File: src/rtl/branch_resolve_pkg.sv
// Shared definitions for the branch resolution stage: RV32I branch funct3
// codes and the condition-evaluation function used by branch_cond_eval.
package branch_resolve_pkg;

   typedef enum logic [2:0] {
      F3_BEQ  = 3'b000,
      F3_BNE  = 3'b001,
      F3_RSV2 = 3'b010,
      F3_RSV3 = 3'b011,
      F3_BLT  = 3'b100,
      F3_BGE  = 3'b101,
      F3_BLTU = 3'b110,
      F3_BGEU = 3'b111
   } funct3_e;

   typedef struct packed {
      logic taken;
      logic illegal;
   } cond_res_t;

   // The width-dependent comparisons are done by the caller, so the package
   // stays independent of XLEN; this only selects among them by funct3.
   function automatic cond_res_t evalCond(input logic [2:0] funct3,
                                          input logic       eq,
                                          input logic       ltS,
                                          input logic       ltU);
      cond_res_t r;
      r = '0;
      case (funct3_e'(funct3))
         F3_BEQ:  r.taken = eq;
         F3_BNE:  r.taken = !eq;
         F3_BLT:  r.taken = ltS;
         F3_BGE:  r.taken = !ltS;
         F3_BLTU: r.taken = ltU;
         F3_BGEU: r.taken = !ltU;
         default: r.illegal = 1'b1;
      endcase
      return r;
   endfunction

endpackage

File: src/rtl/branch_resolve_cond.sv
// Combinational branch condition evaluator: compares the two operands at
// XLEN width and maps funct3 to a taken/illegal decision.
module branch_cond_eval
   import branch_resolve_pkg::*;
#(
   parameter int unsigned XLEN = 32
) (
   input  logic [2:0]      funct3,
   input  logic [XLEN-1:0] rs1,
   input  logic [XLEN-1:0] rs2,
   output logic            taken,
   output logic            illegal
);

   logic      eq;
   logic      ltS;
   logic      ltU;
   cond_res_t res;

   // Operand comparisons and condition selection
   always_comb begin
      eq      = (rs1 == rs2);
      ltU     = (rs1 < rs2);
      ltS     = ($signed(rs1) < $signed(rs2));
      res     = evalCond(funct3, eq, ltS, ltU);
      taken   = res.taken;
      illegal = res.illegal;
   end

endmodule

File: src/rtl/branch_resolve.sv
// Branch resolution stage with a one-entry valid/ready output register.
// Optional performance counters are enabled by defining BRANCH_RESOLVE_PERF_EN;
// without it cnt_branches / cnt_mispredicts are tied to zero.
module branch_resolve
   import branch_resolve_pkg::*;
#(
   parameter int unsigned XLEN  = 32,
   parameter int unsigned CNT_W = 32
) (
   input  logic             clk,
   input  logic             rst,
   input  logic             flush,
   input  logic             in_valid,
   output logic             in_ready,
   input  logic [2:0]       in_funct3,
   input  logic [XLEN-1:0]  in_rs1,
   input  logic [XLEN-1:0]  in_rs2,
   input  logic [XLEN-1:0]  in_pc,
   input  logic [XLEN-1:0]  in_imm,
   input  logic             in_pred_taken,
   output logic             out_valid,
   input  logic             out_ready,
   output logic             out_taken,
   output logic [XLEN-1:0]  out_redirect_pc,
   output logic             out_mispredict,
   output logic             out_illegal,
   output logic             out_misalign,
   output logic [CNT_W-1:0] cnt_branches,
   output logic [CNT_W-1:0] cnt_mispredicts
);

   logic            condTaken;
   logic            condIllegal;
   logic            accept;
   logic [XLEN-1:0] target;
   logic [XLEN-1:0] fallThrough;
   logic [XLEN-1:0] nextRedirect;
   logic            nextMispredict;
   logic            nextMisalign;

   branch_cond_eval #(
      .XLEN (XLEN)
   ) uCond (
      .funct3  (in_funct3),
      .rs1     (in_rs1),
      .rs2     (in_rs2),
      .taken   (condTaken),
      .illegal (condIllegal)
   );

   assign in_ready = !out_valid || out_ready;
   assign accept   = in_valid && in_ready && !flush;

   // Next-PC, misprediction and alignment results for the incoming branch
   always_comb begin
      target         = in_pc + in_imm;
      fallThrough    = in_pc + XLEN'(4);
      nextRedirect   = condTaken ? target : fallThrough;
      nextMispredict = !condIllegal && (condTaken ^ in_pred_taken);
      nextMisalign   = condTaken && (target[1:0] != 2'b00);
   end

   // Output register: load on accept, drop on drain or flush, hold otherwise
   always_ff @(posedge clk) begin
      if (rst) begin
         out_valid       <= 1'b0;
         out_taken       <= 1'b0;
         out_redirect_pc <= '0;
         out_mispredict  <= 1'b0;
         out_illegal     <= 1'b0;
         out_misalign    <= 1'b0;
      end else if (flush) begin
         out_valid <= 1'b0;
      end else if (accept) begin
         out_valid       <= 1'b1;
         out_taken       <= condTaken;
         out_redirect_pc <= nextRedirect;
         out_mispredict  <= nextMispredict;
         out_illegal     <= condIllegal;
         out_misalign    <= nextMisalign;
      end else if (out_ready) begin
         out_valid <= 1'b0;
      end
   end

`ifdef BRANCH_RESOLVE_PERF_EN
   logic countHs;

   assign countHs = out_valid && out_ready && !flush && !out_illegal;

   // Saturating counters of resolved legal branches and mispredictions
   always_ff @(posedge clk) begin
      if (rst) begin
         cnt_branches    <= '0;
         cnt_mispredicts <= '0;
      end else if (countHs) begin
         if (cnt_branches != '1) begin
            cnt_branches <= cnt_branches + CNT_W'(1);
         end
         if (out_mispredict && (cnt_mispredicts != '1)) begin
            cnt_mispredicts <= cnt_mispredicts + CNT_W'(1);
         end
      end
   end
`else
   assign cnt_branches    = '0;
   assign cnt_mispredicts = '0;
`endif

endmodule

File: config.mk
export PLATFORM = sky130hd
export DESIGN_NAME = branch_resolve
export DESIGN_NICKNAME = d
export VERILOG_FILES = /design/src/rtl/branch_resolve_pkg.sv /design/src/rtl/branch_resolve_cond.sv /design/src/rtl/branch_resolve.sv
export SDC_FILE = /design/constraint.sdc
export NUM_CORES = 1
export LEC_CHECK = 0
export BUFFER_PORTS_ARGS = -buffer_cell sky130_fd_sc_hd__buf_4
export CAP_MARGIN = 15
export CORE_ASPECT_RATIO = 1.4
export CORE_UTILIZATION = 44
export DETAILED_ROUTE_END_ITERATION = 10
export PLACE_DENSITY_LB_ADDON = 0.15
export SLEW_MARGIN = 20
export SYNTH_ARGS = -nofsm -noshare
export SYNTH_HDL_FRONTEND = slang
export SYNTH_HIERARCHICAL = 1
export SYNTH_SLANG_ARGS = --single-unit
File: constraint.sdc
create_clock -name clk -period 3.7 [get_ports clk]
set_clock_uncertainty 0.1 [all_clocks]
set_input_delay 0.74 -clock clk [delete_from_list [all_inputs] [get_ports clk]]
set_output_delay 0.74 -clock clk [all_outputs]
set_load 0.02 [all_outputs]
**After elaboration in Yosys (flattened, before gate mapping)**

Cells that the tools add are included.
Widths: inputs -> output; s select.

- Memory bits (read-only): 0
- RAM bits: 0
- Memories: 0
- Latch bits: 0
- Word-level logic and storage cells: 39
- Input bits: 137
- Output and inout bits: 102
- Flip-flop bits (word level): 37

- Div/mod/pow operators: 0
- Eq/ne operators: 6
- Bitwise operators: 2
- $add $sub $neg: 2
- Shift operators: 0
- Magnitude comparators: 2
- Multipliers: 0
- Muxes and demuxes: 5
- Reductions and logical operators: 16

Operators with widths:

| operator | number |
|---|---|
| $lt 32x32->1 | 2 |
| $add 32x3->32 const B | 1 |
| $add 32x32->32 | 1 |
| $eq 32x32->1 | 1 |
| $mux 32 | 1 |
| $eq 3x3->1 const B | 4 |
| $pmux 1 s6 | 1 |
| $reduce_or 6->1 | 1 |
| $logic_not 1->1 | 5 |
| $logic_and 1x1->1 | 4 |
| $reduce_bool 2->1 | 2 |
| $eq 3x1->1 const B | 1 |
| $logic_not 3->1 | 1 |
| $mux 1 | 3 |
| $reduce_and 2->1 | 1 |
| $reduce_or 2->1 | 1 |
| $logic_or 1x1->1 | 1 |
| $not 1->1 | 1 |
| $xor 1x1->1 | 1 |

**Longest topological paths before layout**

- Word-level depth: 5
- Gate-level depth with buffers: 14
- Gate-level depth less buffers: 13

**Modules after synthesis**

Netlist, hierarchy kept.

By module, submodules not included:

| module | area an instance (µm²) | times used | cells each |
|---|---|---|---|
| branch_resolve | 4356.7 | 1 | 586 |
| branch_cond_eval | 870.8 | 1 | 121 |

**Least setup slack after synthesis**

No wires, ideal clock.

- Path type: input-to-reg
- From: input in_rs2[19]
- To: register out_redirect_pc[4]
- Arrival time: 3351 ps
- Slack: 117 ps
- Library setup time: 132 ps
- Stages on the path: 13
- Cell sequence: inv_1 ha_1 and4_2 or4b_2 o22ai_1 or4_1 a31o_1 clkbuf_1 clkbuf_1 clkbuf_1 o21ai_0 o211ai_1 a21oi_1

- Cells in the longest elaborated chain, start to end: 4
- Elaborated cells on any way between the ends: 8

Ends and longest elaborated chain:

| element | line | source |
|---|---|---|
| start, declared | branch_resolve.sv:17 | `input logic [XLEN-1:0] in_rs2,` |
| $lt 32x32->1, or another cell as far along | branch_resolve_cond.sv:23 | `ltU = (rs1 < rs2);` |
| $logic_not 1->1, on equally long branches | branch_resolve_pkg.sv:35, branch_resolve_pkg.sv:31, branch_resolve_pkg.sv:33 |  |
| $pmux 1 s6 (*) | branch_resolve_pkg.sv:29 | `case (funct3_e'(funct3))` |
| named net condTaken | branch_resolve.sv:32 | `logic condTaken;` |
| $mux 32 (*) | branch_resolve.sv:58 | `nextRedirect = condTaken ? target : fallThrough;` |
| end signal, assigned | branch_resolve.sv:77 | `out_redirect_pc <= nextRedirect;` |
| end, declared | branch_resolve.sv:24 | `output logic [XLEN-1:0] out_redirect_pc,` |

The timed path passes the listed nets; every way through them passes the cells marked *.
A chain may end at the register's enable or synchronous reset.

**Final worst setup path**

- From: input in_rs1[31]
- To: register out_redirect_pc[28]

- Cells in the longest elaborated chain, start to end: 4
- Elaborated cells on any way between the ends: 8

Ends and longest elaborated chain:

| element | line | source |
|---|---|---|
| start, declared | branch_resolve.sv:16 | `input logic [XLEN-1:0] in_rs1,` |
| $lt 32x32->1, or another cell as far along | branch_resolve_cond.sv:23 |  |
| $logic_not 1->1, on equally long branches | branch_resolve_pkg.sv:35, branch_resolve_pkg.sv:31, branch_resolve_pkg.sv:33 |  |
| $pmux 1 s6 (*) | branch_resolve_pkg.sv:29 |  |
| named net condTaken | branch_resolve.sv:32 |  |
| $mux 32 (*) | branch_resolve.sv:58 |  |

Marked as above.

==> results.sh <==
export IMPL_fmax_ghz=0.288
export IMPL_synthAdderAreaFrac=0.157
export IMPL_multiInputGateArea_um2=3980
export IMPL_cp_max_fo=11
export IMPL_ir_drop_mv=0.212
export IMPL_period_minus_slack_ns=3.48
export IMPL_die_h_um=131
export IMPL_tightest_slew_ns=0.637
export IMPL_maxSlewViolCount=0
export IMPL_globalplace_congestion=0.938
export IMPL_cp_required_ns=3.77
export IMPL_final_nets=1083
export IMPL_postRouteAntennaNets=0
export IMPL_floorplan_initialDensity=0.456
export IMPL_post_cts_buffers=0
export IMPL_clkTransAtPathRegs_ns=0.06
export IMPL_grt_overflow_total=0
export IMPL_power_density_nw_per_um2=283
export IMPL_die_w_um=94.1
export IMPL_std_cell_rows=46
export IMPL_grt_usage=0.261
export IMPL_netlist_instances=707
export IMPL_r2r_setup_slack_ns=1.63
export IMPL_cp_end_kind="register"
export IMPL_drc=0
export IMPL_final_hold_viol_count=0
export IMPL_drive_above_1_share=0.246
export IMPL_synth_edf_count=0
export IMPL_cts_root_buffer="clkbuf_16"
export IMPL_setup_violations=0
export IMPL_max_slew_margin=0.572
export IMPL_p_leak_nw=3.26
export IMPL_synthSimpleGateAreaFrac=0.212
export IMPL_clk_latency_ns=0.28
export IMPL_cts_max_level=2
export IMPL_ys_seq_elements=37
export IMPL_crit_type="input port to register"
export IMPL_grt_pass1_wl_um=25000
export IMPL_r2r_start="out_valid"
export IMPL_stdcell_count=1026
export IMPL_postSynth_asyncResetShare=0
export IMPL_status="completed"
export IMPL_routedWlPerCell_um=16.4
export IMPL_yosysUniqueCellTypes=66
export IMPL_numCtsBuffers=5
export IMPL_rsz0062_at_grt="no"
export IMPL_hold_end="out_taken"
export IMPL_antenna_cells=0
export IMPL_synthMuxAreaShare=0.0101
export IMPL_ioPinCount=239
export IMPL_cp_start_kind="input port"
export IMPL_maxCapViolations=0
export IMPL_min_delay_start="out_taken"
export IMPL_holdPathStages=2
export IMPL_hold_buffers=0
export IMPL_tns_ns=0
export IMPL_ys_warn_count=6
export IMPL_arrival_ns=3.55
export IMPL_fin_crit_sh=0.939
export IMPL_dp_hpwl_um=13800
export IMPL_netlist_area_um2=5230
export IMPL_drt_wl_total_um=16800
export IMPL_cts_tree="done"
export IMPL_synth_seq_area_share=0.142
export IMPL_synth_compound_area_frac=0.261
export IMPL_timing_rr_end="out_redirect_pc[31]"
export IMPL_grt_pass1_vias=5293
export IMPL_clockBufferDepth=2
export IMPL_num_vias=5689
export IMPL_clock_sinks=37
export IMPL_hp_class="register to register"
export IMPL_nFillCells=1120
export IMPL_r2r_cells=8
export IMPL_drt_iter0_drc=255
export IMPL_dp_cells=1018
export IMPL_die_area_um2=12300
export IMPL_io_buffers=174
export IMPL_synth_top_family_by_area="compound AO/OA/AOI/OAI gates"
export IMPL_area_growth_pct=27.9
export IMPL_synth_xor_area_frac=0.0754
export IMPL_coreArea_um2=11500
export IMPL_first_pass_iters=5
export IMPL_area_sequential_um2=741
export IMPL_vias_per_cell=5.54
export IMPL_postCtsResizedCells=0
export IMPL_ys_flop_type="dfxtp_1"
export IMPL_grt_max_degree=44
export IMPL_antenna_found_initial=0
export IMPL_syn_mean_instance_area_um2=7.39
-- metrics by stage --
stage                     cell area, um2  utilization  power (mW)  worst slack (ns)  hold slack, ns
final                               6690        0.584        1.89             0.224           0.357
after global routing                6690        0.584        2.00            0.0922           0.380
after CTS                           6690        0.584        1.89             0.257           0.358
after detailed placement            6500        0.567        1.32           -0.0351           0.350
after global placement              6500        0.567        1.30            0.0831           0.339
after floorplan                     5460            -        1.05             0.117           0.430
-- layout by cell type (no fill, tap or decap), types with 22 or more instances in the layout --
master	count
a21oi_1	75
and3_1	24
buf_4	190
conb_1	64
dfxtp_1	37
ha_1	64
inv_1	44
nand2_1	43
nand3_1	25
nor2_1	54
o21ai_0	22
xnor2_1	28
-- registers in the layout (all words and copies together), names as in the netlist --
signal           cells
out_redirect_pc     32
out_valid            1
out_illegal          1
out_misalign         1
out_taken            1
out_mispredict       1
-- area by class of cell --
type                            count  share of cell area
Inverter                           46              0.0258
Timing Repair Buffer              190               0.213
Tap cell                          144              0.0269
Sequential cell                    37               0.111
Clock buffer                        5              0.0187
Multi-Input combinational cell    601               0.595
Clock inverter                      3             0.00973
-- metal layers --
layer	routed length, um	vias up	share of wire	track usage
met3	1210	56	0.072	0.0324
met4	969	0	0.058	0.176
met5	0	-	0	0
met2	8540	280	0.51	0.477
met1	6110	2568	0.36	0.279
li1	-	2785	-	-
-- cells by family after synthesis --
family / count (synthesis)
flip-flops: 37
multiplexers: 5
adder cells (fa/ha/maj): 65
buffers and inverters: 132
other: 1
AO/OA/AOI/OAI: 206
AND/OR/NAND/NOR: 216
XOR/XNOR: 45
-- synth_stat cells (7+ instances only) --
cell type	number	area share
a21oi_1	75	0.072
buf_4	64	0.092
ha_1	64	0.15
nor2_1	54	0.039
inv_1	44	0.032
nand2_1	43	0.031
dfxtp_1	37	0.14
xnor2_1	28	0.047
nand3_1	25	0.024
and3_1	24	0.029
o21ai_0	22	0.021
a211oi_1	18	0.026
clkbuf_1	17	0.012
xor2_1	17	0.028
nor3_1	16	0.015
a21o_1	13	0.019
nand4_1	13	0.016
a31oi_1	8	0.0096
o21a_1	8	0.011
o21ai_1	8	0.0077
nand2b_1	7	0.0084
o211ai_1	7	0.010
-- worst max-delay path by stage --
stage               start  slack [ns]                  end  cells after the start
2_1_floorplan  in_rs2[19]        0.12   out_redirect_pc[4]                     13
3_3_place_gp   in_rs1[26]        0.08  out_redirect_pc[31]                     14
3_5_place_dp   in_rs1[23]       -0.04  out_redirect_pc[31]                     14
4_1_cts        in_rs1[23]        0.26  out_redirect_pc[31]                     14
5_1_grt        in_rs2[31]        0.09  out_redirect_pc[28]                     13
6_report       in_rs1[31]        0.22  out_redirect_pc[28]                     12
-- where the power goes --
group / internal, mW / switching [mW] / total (mW)
logic: 0.371 / 0.502 / 0.872
clock network: 0.385 / 0.185 / 0.570
registers: 0.428 / 0.0202 / 0.448
-- critical path: stages --
cell and delay (ns):
buf_4 0.11, ha_1 0.35, nand4_1 0.17, or4b_2 0.70, o22ai_1 0.18, or4_1 0.16
a31o_2 0.24, buf_4 0.20, nor2_1 0.09, a22oi_1 0.14, o21ai_0 0.11, a311o_1 0.34
Note: power is estimated with default switching activity, not from simulation.
